File: src/rtl/alarm_pkg.sv
// alarm_pkg: shared state type, digit width and channel-id width helper for alarm_ctrl.
package alarm_pkg;
  typedef enum logic [1:0] {IDLE, RINGING, SNOOZE} state_t;
  localparam int BCD_W = 4;
  function automatic int idw(input int n);
    return (n > 1) ? $clog2(n) : 1;
  endfunction
endpackage

File: src/rtl/alarm_bank.sv
// alarm_bank: alarm register file, per-channel compare, match edge detect and lowest-index trigger encoder.
module alarm_bank
  import alarm_pkg::*;
#(
  parameter int W          = 16,
  parameter int NUM_ALARMS = 2,
  parameter int IDW        = idw(NUM_ALARMS)
) (
  input  logic                             clk,
  input  logic                             rst_n,
  input  logic [W-1:0]                     current_time,
  input  logic                             alarm_wr,
  input  logic [IDW-1:0]                   alarm_sel,
  input  logic [W-1:0]                     alarm_wdata,
  input  logic [NUM_ALARMS-1:0]            alarm_en,
  output logic [NUM_ALARMS-1:0][W-1:0]     alarms,
  output logic                             trigger,
  output logic [IDW-1:0]                   trig_id
);
  logic [NUM_ALARMS-1:0][W-1:0] alarm_q, alarm_d;
  logic [NUM_ALARMS-1:0]        match, match_q, edge_v;

  assign alarms  = alarm_q;
  assign trigger = |edge_v;

  // Out-of-range selects match no channel, so such writes fall away.
  always_comb begin
    alarm_d = alarm_q;
    match   = '0;
    trig_id = '0;
    for (int i = 0; i < NUM_ALARMS; i++) begin
      alarm_d[i] = (alarm_wr && int'(alarm_sel) == i) ? alarm_wdata : alarm_q[i];
      match[i]   = alarm_en[i] && (alarm_q[i] == current_time);
    end
    edge_v = match & ~match_q;
    for (int i = NUM_ALARMS - 1; i >= 0; i--)
      trig_id = edge_v[i] ? IDW'(i) : trig_id;
  end

  // match_q resets to all ones so an equality present at reset release cannot ring.
  always_ff @(posedge clk or negedge rst_n)
    if (!rst_n) begin
      alarm_q <= '0;
      match_q <= '1;
    end else begin
      alarm_q <= alarm_d;
      match_q <= match;
    end
endmodule

File: src/rtl/alarm_ctrl.sv
// alarm_ctrl: multi-channel alarm controller with snooze, ring timeout and display mux.
module alarm_ctrl
  import alarm_pkg::*;
#(
  parameter int DIGITS       = 4,
  parameter int NUM_ALARMS   = 2,
  parameter int SNOOZE_TICKS = 5,
  parameter int RING_TICKS   = 10,
  parameter int W            = BCD_W * DIGITS,
  parameter int IDW          = idw(NUM_ALARMS)
) (
  input  logic                  clk,
  input  logic                  rst_n,
  input  logic                  tick,
  input  logic [W-1:0]          current_time,
  input  logic                  alarm_wr,
  input  logic [IDW-1:0]        alarm_sel,
  input  logic [W-1:0]          alarm_wdata,
  input  logic [NUM_ALARMS-1:0] alarm_en,
  input  logic                  show_a,
  input  logic [IDW-1:0]        show_sel,
  input  logic                  snooze,
  input  logic                  alarm_off,
  output logic [W-1:0]          display_time,
  output logic                  sound_alarm,
  output logic                  snoozing,
  output logic [IDW-1:0]        ring_id
);
  localparam int RCW = $clog2(RING_TICKS + 1);
  localparam int SCW = $clog2(SNOOZE_TICKS + 1);
  localparam logic [RCW-1:0] RING_LAST = RCW'(RING_TICKS - 1);
  localparam logic [SCW-1:0] SNZ_INIT  = SCW'(SNOOZE_TICKS);

  logic [NUM_ALARMS-1:0][W-1:0] alarms;
  logic                         trigger;
  logic [IDW-1:0]               trig_id;
  state_t                       state_q, state_d;
  logic [IDW-1:0]               ring_id_q, ring_id_d;
  logic [RCW-1:0]               ring_cnt_q, ring_cnt_d;
  logic [SCW-1:0]               snz_cnt_q, snz_cnt_d;
  logic [W-1:0]                 display_q, display_d;

  alarm_bank #(.W(W), .NUM_ALARMS(NUM_ALARMS), .IDW(IDW)) u_bank (
    .clk(clk), .rst_n(rst_n), .current_time(current_time), .alarm_wr(alarm_wr),
    .alarm_sel(alarm_sel), .alarm_wdata(alarm_wdata), .alarm_en(alarm_en),
    .alarms(alarms), .trigger(trigger), .trig_id(trig_id)
  );

  assign display_time = display_q;
  assign sound_alarm  = state_q == RINGING;
  assign snoozing     = state_q == SNOOZE;
  assign ring_id      = ring_id_q;

  // Priority throughout: alarm_off > snooze > trigger > tick.
  always_comb begin
    state_d    = state_q;
    ring_id_d  = ring_id_q;
    ring_cnt_d = ring_cnt_q;
    snz_cnt_d  = snz_cnt_q;
    display_d  = show_a ? ((int'(show_sel) < NUM_ALARMS) ? alarms[show_sel] : '0) : current_time;
    case (state_q)
      IDLE:
        if (!alarm_off && !snooze && trigger) begin
          state_d    = RINGING;
          ring_id_d  = trig_id;
          ring_cnt_d = '0;
        end
      RINGING:
        if (alarm_off) state_d = IDLE;
        else if (snooze) begin
          state_d   = SNOOZE;
          snz_cnt_d = SNZ_INIT;
        end else if (tick) begin
          state_d    = (ring_cnt_q == RING_LAST) ? IDLE : RINGING;
          ring_cnt_d = (ring_cnt_q == RING_LAST) ? '0 : ring_cnt_q + 1'b1;
        end
      SNOOZE:
        if (alarm_off) state_d = IDLE;
        else if (trigger) begin
          state_d    = RINGING;
          ring_id_d  = trig_id;
          ring_cnt_d = '0;
        end else if (tick) begin
          state_d    = (snz_cnt_q == SCW'(1)) ? RINGING : SNOOZE;
          snz_cnt_d  = snz_cnt_q - 1'b1;
          ring_cnt_d = '0;
        end
      default: state_d = IDLE;
    endcase
  end

  always_ff @(posedge clk or negedge rst_n)
    if (!rst_n) begin
      state_q    <= IDLE;
      ring_id_q  <= '0;
      ring_cnt_q <= '0;
      snz_cnt_q  <= '0;
      display_q  <= '0;
    end else begin
      state_q    <= state_d;
      ring_id_q  <= ring_id_d;
      ring_cnt_q <= ring_cnt_d;
      snz_cnt_q  <= snz_cnt_d;
      display_q  <= display_d;
    end
endmodule

File: config.mk
export PLATFORM = sky130hd
export DESIGN_NAME = alarm_ctrl
export DESIGN_NICKNAME = d
export VERILOG_FILES = /design/src/rtl/alarm_pkg.sv /design/src/rtl/alarm_bank.sv /design/src/rtl/alarm_ctrl.sv
export SDC_FILE = /design/constraint.sdc
export NUM_CORES = 1
export LEC_CHECK = 0
export ABC_AREA = 1
export CAP_MARGIN = 15
export CORE_MARGIN = 1.5
export CORE_UTILIZATION = 40
export DETAILED_ROUTE_END_ITERATION = 7
export MAX_ROUTING_LAYER = met4
export SYNTH_ARGS = -nofsm -noshare
export SYNTH_HDL_FRONTEND = slang
export SYNTH_SLANG_ARGS = --single-unit
File: constraint.sdc
create_clock -name clk -period 1.8 [get_ports clk]
set_clock_uncertainty 0.1 [all_clocks]
set_input_delay 0.18 -clock clk [delete_from_list [all_inputs] [get_ports clk]]
set_output_delay 0.18 -clock clk [all_outputs]
set_load 0.03 [all_outputs]
# --- Word-level counts from Yosys, hierarchy flattened ---
# Cells that the tools add are included.
op_classes:
  n_reduce_logical: 17
  n_addsub: 2
  magnitude_cmp: 1
  n_bitwise: 3
  muxes: 34
  n_eq_ne: 18
ops:
  columns: ["operator", "count"]
  rows:
  - ["2-to-1 mux 16 bit", 3]
  - ["equality test 16 bit", 2]
  - ["2-to-1 mux 4 bit", 8]
  - ["!= test 2 bit (second input constant)", 9]
  - ["2-to-1 mux 2 bit", 8]
  - ["2-to-1 mux 3 bit", 5]
  - ["case mux 4 bit (3 select lines)", 1]
  - ["!= test 4 bit (second input constant)", 2]
  - ["AND reduction 7 bit", 1]
  - ["logical AND 1 bit", 6]
  - ["2-to-1 mux 1 bit", 6]
  - ["case mux 2 bit (3 select lines)", 1]
  - ["case mux 3 bit (2 select lines)", 1]
  - ["AND reduction 6 bit", 1]
  - ["adder 4 x 1 -> 4 bit (second input constant)", 1]
  - ["equality test 4 bit (second input constant)", 1]
  - ["AND reduction 4 bit", 1]
  - ["nonzero test 2 bit", 2]
  - ["equality test 3 x 1 -> 1 bit (second input constant)", 1]
  - ["!= test 3 bit (second input constant)", 1]
  - ["AND reduction 3 bit", 1]
  - ["nonzero test 3 bit", 1]
  - ["subtractor 3 x 1 -> 3 bit (second input constant)", 1]
  - ["AND 2 bit", 1]
  - ["9 further kinds", 10]
word_totals:
  input_bits: 43
  reg_bits: 60

# --- Longest topological paths before layout ---
depth:
  ltp_word: 8
  mapped_depth: 13

# --- Hierarchy ---
# Synthesis repeated with hierarchy kept, for this count alone.
unflattened:
  hier_cells: 461
  hier_area_um2: 3286.9
modules_own_cells:
  columns: ["mod", "area_per_inst_um2", "cells_each", "seq_area_each_um2", "n_inst"]
  rows:
  - ["alarm_bank", 1841.8, 268, 853.3, 1]
  - ["alarm_ctrl", 1445.1, 193, 650.6, 1]

# --- Worst setup path before layout ---
# Ideal clock, no wire load.
synth_path:
  kind: "register -> register"
  startpoint: "reg state_q[1]"
  endpoint: "reg snz_cnt_q[0]"
  t_required_ns: 1.578
  arrival_time_ns: 1.391
  path_slack_ns: 0.188
  stages_incl_launch_ff: 10
  synth_period_minus_slack_ns: 1.612
  cell_sequence: "dfrtp_1 > inv_2 > nor2_2 > inv_2 > nor2_1 > inv_1 > a21oi_1 > nand2_1 > nand2_1 > o21ai_1"
synth_via:
  elab_chain_len: 3
synth_lines:
  columns: ["item", "line", "source"]
  rows:
  - ["from (decl)", "alarm_ctrl.sv:37", "state_t state_q, state_d;"]
  - ["from (signal assigned)", "alarm_ctrl.sv:100", "state_q <= state_d;"]
  - ["equality test 2 bit *", null, null]
  - ["named net snoozing", "alarm_ctrl.sv:26", "output logic snoozing,"]
  - ["!= test 2 bit (no line) or nonzero test 2 bit (tied branches)", null, null]
  - ["AND reduction 6 bit (no line)", null, null]
  - ["to (signal assigned)", "alarm_ctrl.sv:103", "snz_cnt_q <= snz_cnt_d;"]
  - ["to (decl)", "alarm_ctrl.sv:40", "logic [SCW-1:0] snz_cnt_q, snz_cnt_d;"]
# The timed path passes the listed nets; every way through them passes the cells marked *.
# A chain may end at the register's enable or synchronous reset.

# --- Worst setup path after layout ---
layout_path:
  startpoint: "reg u_bank.alarm_q, in the netlist u_bank.alarms[31]"
  endpoint: "reg ring_cnt_q[2]"
layout_via:
  elab_chain_len: 7
layout_lines:
  columns: ["item", "line", "source"]
  rows:
  - ["from (decl)", "alarm_bank.sv:20", "logic [NUM_ALARMS-1:0][W-1:0] alarm_q, alarm_d;"]
  - ["from (signal assigned)", "alarm_bank.sv:46", "alarm_q <= alarm_d;"]
  - ["equality test 16 bit *", "alarm_bank.sv:33", "match[i] = alarm_en[i] && (alarm_q[i] == current_time);"]
  - ["logical AND 1 bit *", "alarm_bank.sv:33", null]
  - ["AND 2 bit *", "alarm_bank.sv:35", "edge_v = match & ~match_q;"]
  - ["OR reduction 2 bit *", "alarm_bank.sv:24", "assign trigger = |edge_v;"]
  - ["2-to-1 mux 4 bit or logical AND 1 bit (tied branches)", "alarm_ctrl.sv:79, alarm_ctrl.sv:63", null]
  - ["2-to-1 mux 4 bit or != test 2 bit (tied branches)", null, null]
  - ["case mux 4 bit (3 select lines) or AND reduction 7 bit (tied branches)", null, null]
  - ["to (signal assigned)", "alarm_ctrl.sv:102", "ring_cnt_q <= ring_cnt_d;"]
  - ["to (decl)", "alarm_ctrl.sv:39", "logic [RCW-1:0] ring_cnt_q, ring_cnt_d;"]
# Mark *: on every way between the ends. The rest lies on a longest branch, timed or not. The select of a mux whose other input is x is not followed.

==> reports/qor.txt <==
Synth Net Count: 546
H-tree depth: 3
clock root buffer: clkbuf_8
Boundary Pins: 62
register bit total from synthesis: 60
Bufs on Longest Clock Path: 2
Final Hold Violating Endpoints: 0
most frequent cells in the layout: nand2_1, inv_1, nor2_1, dfrtp_1, clkdlybuf4s50_1
Worst setup EP type: register
initial antenna violation count: 0
critical-path maximum fanout: 8
# setup viols final: 0
Gate Count Post-Synth: 499
max-cap check violation count: 0
final std cells w/o fill: 708
cell taking the most area after synthesis: dfrtp_1
CTS tree: done
Initial Util: 41.8%
syn_area_per_cell: 6.95 um2
ANT cells: 0
clk_lat worst skew: 0.34 ns
most common cell after layout, fill and taps aside: nand2_1
share of cells above drive strength 1: 15.4%
DRT iter0 DRCs: 184
die area: 9240 um2
Synth area leaders: dfrtp_1, nand2_1, o21ai_0, inv_1, nor2_1
Routed WL: 9.54 mm
Worst VDD drop: 0.488 mV
core area: 8300 um2
minimum clock period: 1.80 ns
Final period util: 100%
largest net degree at the start of global routing: 61
top cell type's share of synthesized area: 41.9%
RSZ-0062 raised after global routing: yes
Crit path required time: 1.92 ns
first-pass GRT wire length: 15.3 mm
pwr/cell area: 929 nW/um2
startpoint types: register
fill count: 817
Detail Route Antenna Nets: 0
via count: 3,389
Slew Limit Headroom: 77.6%
DRC: 0
worst hold margin: 0.164 ns
die height: 96.1 um
Initial DRT Pass Iterations: 7
YS warnings: 0
Worst Hold Depth: 3
Rows: 33
Seq/Total Area, Yosys: 43.4%
area delta synth->final: 37.7%
Hold Crit Class: in2reg
reg-to-reg startpoint: u_bank.alarms[31]
R2R depth: 10
Final Wtd Congestion: 0.944
Synth cell types: 34
cts bufs inserted: 9
Die X: 96.1 um
vias in the first global route: 3,243
GRT Util Overall: 23.0%
max frequency: 556 MHz
DP Wirelength: 7.14 mm
status: finished, final reports clean
Worst Tran Pin Value: 0.335 ns
cell leakage power: 2.45 nW
crit path DAT: 1.92 ns
Hold Startpoint: current_time[14]
DR vias/cell: 4.79
Port Buffers: 61
drt wl/cell: 13.5 um
clock slew at reported path FFs: 0.07 ns
nets: 645
GR Overflow Total: 0
Mapped Area: 3470 um2
dpl cells: 685
worst setup path start: u_bank.alarms[31]
WS Path Type: reg2reg
Sink Count: 60
fin. max-slew vios: 0
==> metrics by stage <==
step	instance area, um2	TNS (ns)	power [mW]	worst slack (ns)	utilization [%]
CTS	4710	0	4.46	0.000872	56.7
detailed placement	4430	-3.11	2.97	-0.386	53.4
floorplan	3470	0	2.44	0.188	-
finish	4770	0	4.44	0.0000919	57.5
global route	4770	-1.29	4.71	-0.187	57.5
global placement	4430	-3.29	2.96	-0.411	53.4
==> critical path, stage by stage (launching register included) <==
cell and delay, ns:
dfrtp_1 0.43, buf_6 0.14, xor2_1 0.13, nor2_1 0.10, nand2_1 0.07, nor2_1 0.12, nand4_1 0.19, nand3_2 0.15
nand3_4 0.12, nand2_1 0.09, o21ai_1 0.05
==> repair_timing <==
action                                  in CTS  in global routing
hold buffers                                 1                  0
buffers inserted                             1                  5
hold endpoints to repair                    58                  0
gates resized for setup                      9                 10
pin swaps                                    3                  9
endpoints found under the setup margin       9                 10
==> flip-flops by register name (all words and copies together), names as in the netlist <==
| signal | count |
|---|---|
| u_bank.alarms | 32 |
| display_time | 16 |
| ring_cnt_q | 4 |
| snz_cnt_q | 3 |
| state_q | 2 |
| u_bank.match_q | 2 |
| ring_id | 1 |
==> routing by layer <==
metal	routed length, um	global-route usage (%)	part of all wire (%)
met2	4900	41.4	51
met4	132	6.62	1.4
met1	4210	26.2	44
met5	0	-	0
met3	302	3.55	3.2
==> report_power, final <==
part | internal (mW) | switching (mW) | leakage [nW]
sequential | 1.53 | 0.164 | 0.743
clock | 0.922 | 0.543 | 0.111
combinational | 0.548 | 0.727 | 1.60
total | 3.00 | 1.43 | 2.45
==> synthesized netlist by cell type <==
cell and number:
or2_1 2, or2b_1 1, xnor2_1 5, nor2_1 60
dfstp_2 2, clkbuf_1 10, and3_1 2, a21oi_1 3
a21oi_2 1, nor3b_1 2, or2_2 2, inv_1 61
nor2_2 2, a21boi_0 1, nand2_2 3, o21ai_0 50
inv_2 18, nand3_2 1, o21ai_1 9, nand3_4 1
clkinv_1 1, xor2_1 3, ha_1 4, o22ai_1 15
a31oi_1 1, and3b_1 1, a221oi_2 1, dfrtp_1 58
nand2_1 159, nand4_1 7, nand3_1 10, buf_1 1
nand3b_1 1, o2111ai_1 1
==> cell type report <==
class	instances	area (um2)	area share, %
sequential	60	1500	31.5
inverter	80	300	6.29
clock inverter	4	97.6	2.04
multi-input combinational	348	1670	34.9
clock buffer	12	135	2.83
tap	105	131	2.75
timing repair buffer	99	938	19.7
==> logic make-up after synthesis <==
| family | synth area share (%) |
|---|---|
| AO/OA/AOI/OAI | 13.0 |
| buffers and inverters | 9.85 |
| adder cells (fa/ha/maj) | 1.44 |
| XOR/XNOR | 2.02 |
| flip-flops | 43.4 |
| AND/OR/NAND/NOR | 30.3 |
==> final timing paths <==
| path | end | slack, ns |
|---|---|---|
| max | ring_cnt_q[2] | 0.00009 |
| min | display_time[14] | 0.16 |
| max reg2reg | ring_cnt_q[2] | 0.00009 |
| min reg2reg | snz_cnt_q[1] | 0.40 |
| max in group asynchronous | u_bank.match_q[1] | 1.02 |
| min in group asynchronous | ring_cnt_q[3] | 0.27 |
(Power assumes the default switching activity.)
